## src/rtl/panda_risc_v_ifu_pkg.sv

```systemverilog
// Shared IFU types and constants for the program-counter generator.
package panda_risc_v_ifu_pkg;

  typedef enum logic [1:0] {
    IDLE = 2'd0,
    REQ  = 2'd1,
    RUN  = 2'd2,
    ERR  = 2'd3
  } pc_gen_state_t;

  localparam int unsigned PC_INC           = 4;
  localparam logic [1:0]  INSTR_ALIGN_MASK = 2'b11;

endpackage

```

## src/rtl/panda_risc_v_pc_gen.sv

```systemverilog
// IFU PC generator: requests a base PC, then streams burst_len word-aligned fetch addresses.
// Optional macro PC_GEN_MISALIGN_CHK_EN adds the ERR state and the m_misalign output.
module panda_risc_v_pc_gen
  import panda_risc_v_ifu_pkg::*;
#(
  parameter int  pc_width         = 32,
  parameter int  burst_len        = 4,
  parameter real simulation_delay = 1.0
) (
  input  logic                clk,
  input  logic                rst_n,
  input  logic                start_i,
  input  logic                flush_i,
  output logic                req,
  input  logic                grant,
  input  logic [pc_width-1:0] payload,
  output logic [pc_width-1:0] m_addr,
  output logic                m_valid,
  input  logic                m_ready,
  output logic                m_last,
  output logic                busy
`ifdef PC_GEN_MISALIGN_CHK_EN
  ,
  output logic                m_misalign
`endif
);

  localparam int CNT_W = (burst_len > 1) ? $clog2(burst_len) : 1;
  // Counter value of the beat before the last one; unused when burst_len == 1.
  localparam logic [CNT_W-1:0] CNT_PEN = CNT_W'((burst_len >= 2) ? burst_len - 2 : 0);

  if (burst_len < 1 || simulation_delay < 0.0) begin : g_bad_param
    $error("panda_risc_v_pc_gen: burst_len must be >= 1 and simulation_delay >= 0");
  end

  pc_gen_state_t      state;
  logic [CNT_W-1:0]   cnt;
  logic [pc_width-1:0] aligned_payload;

  assign aligned_payload = payload & ~{{(pc_width-2){1'b0}}, INSTR_ALIGN_MASK};

  // m_addr is the PC register itself, so every output comes straight from a flop.
  always_ff @(posedge clk or negedge rst_n) begin
    if (!rst_n) begin
      state   <= IDLE;
      req     <= 1'b0;
      m_valid <= 1'b0;
      m_addr  <= '0;
      m_last  <= 1'b0;
      busy    <= 1'b0;
      cnt     <= '0;
`ifdef PC_GEN_MISALIGN_CHK_EN
      m_misalign <= 1'b0;
`endif
    end else if (state == IDLE) begin
      if (start_i) begin
        state <= REQ;
        req   <= 1'b1;
        busy  <= 1'b1;
      end
    end else if (flush_i) begin
      state   <= REQ;
      req     <= 1'b1;
      m_valid <= 1'b0;
      m_last  <= 1'b0;
`ifdef PC_GEN_MISALIGN_CHK_EN
      m_misalign <= 1'b0;
`endif
    end else begin
      case (state)
        REQ: begin
          if (grant) begin
            req     <= 1'b0;
            m_valid <= 1'b1;
            cnt     <= '0;
`ifdef PC_GEN_MISALIGN_CHK_EN
            if (|(payload[1:0] & INSTR_ALIGN_MASK)) begin
              state      <= ERR;
              m_addr     <= payload;
              m_last     <= 1'b1;
              m_misalign <= 1'b1;
            end else begin
              state  <= RUN;
              m_addr <= aligned_payload;
              m_last <= (burst_len == 1);
            end
`else
            state  <= RUN;
            m_addr <= aligned_payload;
            m_last <= (burst_len == 1);
`endif
          end
        end
        RUN: begin
          if (m_valid && m_ready) begin
            m_addr <= m_addr + pc_width'(PC_INC);
            cnt    <= cnt + 1'b1;
            if (m_last) begin
              state   <= REQ;
              req     <= 1'b1;
              m_valid <= 1'b0;
              m_last  <= 1'b0;
            end else begin
              m_last <= (cnt == CNT_PEN);
            end
          end
        end
`ifdef PC_GEN_MISALIGN_CHK_EN
        ERR: begin
          if (m_valid && m_ready) begin
            m_valid    <= 1'b0;
            m_last     <= 1'b0;
            m_misalign <= 1'b0;
          end
        end
`endif
        default: ;
      endcase
    end
  end

endmodule

```

## config.mk

```make
export PLATFORM = sky130hd
export DESIGN_NAME = panda_risc_v_pc_gen
export DESIGN_NICKNAME = d
export VERILOG_FILES = /design/src/rtl/panda_risc_v_ifu_pkg.sv /design/src/rtl/panda_risc_v_pc_gen.sv
export SDC_FILE = /design/constraint.sdc
export NUM_CORES = 1
export LEC_CHECK = 0
export BUFFER_PORTS_ARGS = -buffer_cell sky130_fd_sc_hd__clkbuf_2
export CORE_MARGIN = 1.5
export CORE_UTILIZATION = 47
export DETAILED_ROUTE_END_ITERATION = 8
export PLACE_DENSITY = 0.77
export SYNTH_ARGS = -nofsm -noshare
export SYNTH_HDL_FRONTEND = slang
export SYNTH_SLANG_ARGS = --single-unit
```

## constraint.sdc

```tcl
create_clock -name clk -period 1.9 [get_ports clk]
set_input_delay 0.095 -clock clk [delete_from_list [all_inputs] [get_ports clk]]
set_output_delay 0.095 -clock clk [all_outputs]
set_load 0.02 [all_outputs]
```

# --- Word-level counts from Yosys, hierarchy flattened ---
# Cells that the tools add are included.
totals:
  out_inout_bits: 36
  in_bits: 38
  ff_bits: 40
  elab_cells: 62
classes:
  n_eq_ne: 12
  muxes: 29
  addsub: 2
  n_bitwise: 2
  n_reduce_logical: 10
op_table:
  columns: ["op", "n"]
  rows:
  - ["$mux 32", 2]
  - ["$pmux 32 s2", 1]
  - ["$add 32x3->32 const B", 1]
  - ["$mux 2", 8]
  - ["$reduce_and 5->1", 3]
  - ["$mux 1", 13]
  - ["$ne 4x4->1 const B", 3]
  - ["$ne 3x3->1 const B", 3]
  - ["$pmux 2 s2", 2]
  - ["$ne 2x2->1 const B", 3]
  - ["$pmux 1 s2", 3]
  - ["$eq 2x2->1 const B", 2]
  - ["$reduce_and 4->1", 1]
  - ["$reduce_bool 4->1", 1]
  - ["$reduce_bool 3->1", 1]
  - ["$add 2x1->2 const B", 1]
  - ["$eq 2x1->1 const B", 1]
  - ["$logic_not 2->1", 1]
  - ["$not 1->1", 2]
  - ["$reduce_and 2->1", 1]
  - ["$reduce_bool 2->1", 1]
  - ["$logic_and 1x1->1", 1]

# --- Longest topological paths before layout ---
logic_depth:
  ltp_word: 5
  mapped_depth: 10
  mapped_depth_nobuf: 7

# --- Worst setup path before layout ---
# Ideal clock, no wire load.
synth_timing:
  path_type: "flip-flop to flip-flop"
  start: "reg state[0]"
  end: "reg m_addr[15]"
  arrival_time_ns: 1.835
  required_time_ns: 1.781
  path_buffers: 3
  path_slack_ns: -0.054
  stages_incl_launch_ff: 10
  cell_sequence: "dfrtp_1 inv_1 ha_1 buf_2 a21bo_2 nand4_1 buf_2 buf_1 a21oi_1 o21a_1"
synth_between:
  elab_chain_len: 3
  elab_cells_between_ends: 9
  classes_between: "4 x eq/ne; 1 x mux; 1 x bitwise; 3 x reduce/logical"
synth_rtl:
  columns: ["element", "line", "text"]
  rows:
  - ["start: declaration", "panda_risc_v_pc_gen.sv:36", "pc_gen_state_t state;"]
  - ["start signal: assignment", "panda_risc_v_pc_gen.sv:45", "state <= IDLE;"]
  - ["start signal: assignment", "panda_risc_v_pc_gen.sv:57", "state <= REQ;"]
  - ["start signal: assignment", "panda_risc_v_pc_gen.sv:62", "state <= REQ;"]
  - ["$eq 2x2->1 (tied with other cells)", "panda_risc_v_pc_gen.sv:70", "case (state)"]
  - ["$ne 2x2->1 (no source line) (tied with other cells)", null, null]
  - ["$reduce_and 5->1 (no source line)", null, null]
  - ["end signal: assignment", "panda_risc_v_pc_gen.sv:89", "m_addr <= aligned_payload;"]
  - ["end signal: assignment", "panda_risc_v_pc_gen.sv:96", "m_addr <= m_addr + pc_width'(PC_INC);"]
  - ["end: declaration", "panda_risc_v_pc_gen.sv:17", "output logic [pc_width-1:0] m_addr,"]
# Several ways; a longest one is shown, not always the timed one.
# A chain may end at the register's enable or synchronous reset.

# --- Worst setup path after layout ---
layout_timing:
  start: "reg state[1]"
  end: "reg m_addr[31]"
# Same word-level chain as after synthesis.

==> qor.csv <==
metric;value;unit
status;complete, no violations;
finClkSkew;0.00494;ns
insertion_delay;0.29;ns
syn_area_per_cell;8.51;um2
synthesis.area;2450;um2
cp_data_required_time;2.11;ns
syn2layout_area_growth;32.8;%
row_count;26;
placed_area;3040;um2
grt_overflow;0;
fp.coreArea;5070;um2
max_stage_delay;0.51;ns
grt_usage;24.3;%
clockRootBuffer;clkbuf_8;
grt_pass1_vias;2338;
stdcell_area;3250;um2
drv_slew;0;
path_class;reg2reg;
hold_class;in2reg;
fin_cells;450;
min_period;1.84;ns
crit_slowest_cell;or4_1;
antenna_left;0;
avgRoutedWirePerCell;15.3;um
yosysMostFrequentCell;dfrtp_1;
cts_buffers;5;
fp.dieArea;5650;um2
yosysTopAreaCellShare;38.8;%
routed_wl;6890;um
n_antenna_cell;0;
grt_first_pass_wirelength;10500;um
cts.path.max_buffers;2;
fmax;544;MHz
num_vias;2682;
worstSetupEndpointType;flop;
min_period_over_period;96.7;%
io_buffers;69;
min_from;payload[24];
dp_hpwl;4820;um
pin_count;74;
synthTopCellsByCount;38 x dfrtp_1, 28 x a21oi_1, 24 x nand2_1;
power;5.17;mW
drv_cap;0;
drc;0;
clock_sink_count;38;
finalNetCount;426;
drtIter0Drc;228;
grt_max_degree;44;
power.leakage;1.43;nW
yosysWarnings;0;
async_reset_ff_share;100;%
ys_top_cells_by_area;dfrtp_1 39%, a21oi_1 5.7%, nand3_1 3.9%;
worst_r2r_path_depth;6;
ys_seq_area_share;38.8;%
hold_end;m_addr[24];
vdd_drop_max;0.638;mV
post-route-util;64.1;%
hold_depth;2;
rrSetupSlack;0.06;ns
place.gp.congestion;0.848;
drive_above_1_share;33.9;%
synthDistinctLibCells;53;
p_per_area;1590;nW/um2
die_w;75.2;um
dpl.cell_count;437;
ys.flop_type;dfrtp_1;
first_pass_iters;5;
cts_tree;yes;
synth_enable_flop_cells;0;
crit_arrival;2.05;ns
start_util;48.3;%
hold_violations;0;
yosys.area.top_type;dfrtp_1;
setup_slack;0.0620;ns
path_max_fanout;4;
antenna_found_initial;0;
h-tree-depth;2;
synthCells;288;
place_ws;-0.114;ns
die_h;75.2;um
start_kind;flop;
timing.rr.end;m_addr[31];
cts.clk_slew.worst_paths;0.07;ns
cp_cell_sequence;inv_1, ha_4, nor2b_4, nand4_1, or4_1, o211ai_1;
via_per_inst;5.96;
synth_seq_cells;38;
setup_viol;0;
timing.rr.start;state[1];
-- state kept, by name, indices dropped and copies added, names as in the netlist --
signal   count
m_addr      30
cnt          2
state        2
busy         1
m_last       1
m_valid      1
req          1
-- through the flow --
step                      setup TNS, ns  hold WS (ns)
final                                 0        0.0456
after global routing            -0.0792        0.0496
after CTS                      -0.00570        0.0375
after detailed placement         -0.201         0.182
after global placement                0         0.183
after floorplan                       0        -0.201
-- cells in the final DEF (no fill, tap or decap), types with 2 or more instances in the layout --
| master | n |
|---|---|
| a211oi_1 | 3 |
| a21oi_1 | 28 |
| a22oi_1 | 2 |
| a2bb2oi_1 | 7 |
| a31oi_1 | 3 |
| a41o_1 | 3 |
| a41oi_1 | 2 |
| and2_1 | 4 |
| and3_1 | 8 |
| and4_1 | 4 |
| buf_12 | 2 |
| buf_4 | 30 |
| clkbuf_2 | 69 |
| clkbuf_8 | 6 |
| conb_1 | 2 |
| dfrtp_1 | 34 |
| dfrtp_2 | 4 |
| ha_1 | 4 |
| ha_4 | 2 |
| inv_1 | 9 |
| mux2i_1 | 2 |
| nand2_1 | 23 |
| nand2b_1 | 3 |
| nand3_1 | 19 |
| nand4_1 | 8 |
| nor2_1 | 22 |
| nor2b_1 | 2 |
| nor3_1 | 7 |
| nor3_2 | 3 |
| o21a_1 | 3 |
| o21ai_0 | 16 |
| o22a_1 | 3 |
| o22ai_1 | 13 |
| or4_1 | 2 |
-- power by group --
part	switching, mW	leakage (nW)	internal (mW)	total, mW
sequential	0.416	0.429	1.19	1.60
combinational	1.72	0.956	1.29	3.00
clock	0.279	0.0431	0.280	0.559
total	2.41	1.43	2.76	5.17
-- layout make-up --
| type | count | area, um2 |
|---|---|---|
| Tap cell | 70 | 87.6 |
| Timing Repair Buffer | 103 | 646 |
| Fill cell | 454 | 1820 |
| Multi-Input combinational cell | 222 | 1440 |
| Sequential cell | 38 | 956 |
| Clock buffer | 6 | 82.6 |
| Inverter | 11 | 41.3 |
-- cell families after synthesis --
logic type,Yosys count,synth area share [%]
DFF,38,38.8
muxes,3,1.28
adders and majority gates,7,3.57
and+or+nand+nor,114,25.3
other,1,0.153
AOI/OAI and AO/OA,96,25.9
buffers and inverters,29,4.95
-- per-layer routing --
metal | part of all wire [%] | track usage (%) | up-vias
li1 | - | - | 1270
met1 | 43 | 31.0 | 1282
met2 | 49 | 41.4 | 117
met3 | 5.9 | 4.69 | 13
met4 | 1.8 | 8.33 | 0
met5 | 0 | 0 | -
-- worst max-delay path by stage --
stage / startpoint / endpoint / slack [ns] / cells past startpoint
6_report: state[1] / m_addr[31] / 0.06 / 6
3_5_place_dp: state[1] / m_addr[31] / -0.11 / 6
3_3_place_gp: state[1] / m_addr[26] / 0.03 / 7
4_1_cts: state[1] / m_addr[26] / -0.004 / 7
5_1_grt: state[1] / m_addr[13] / -0.02 / 8
2_1_floorplan: m_addr[10] / m_addr[31] / 0.004 / 5
-- critical path, delay by kind of cell, from the launching register on --
kind                     cells  cell delay [ns]
AO/OA/AOI/OAI                1             0.18
flip-flops                   1             0.37
AND/OR/NAND/NOR              3             0.82
buffers and inverters        1             0.10
adder cells (fa/ha/maj)      1             0.28
-- repair_timing --
item / CTS / global route
setup buffers: 2 / 3
hold buffers: 1 / 0
pin swaps: 2 / 3
gates resized for setup: 4 / 13
setup endpoints to repair: 9 / 30
endpoints found under the hold margin: 38 / 0
gates cloned: 0 / 1
(Power assumes the default switching activity.)
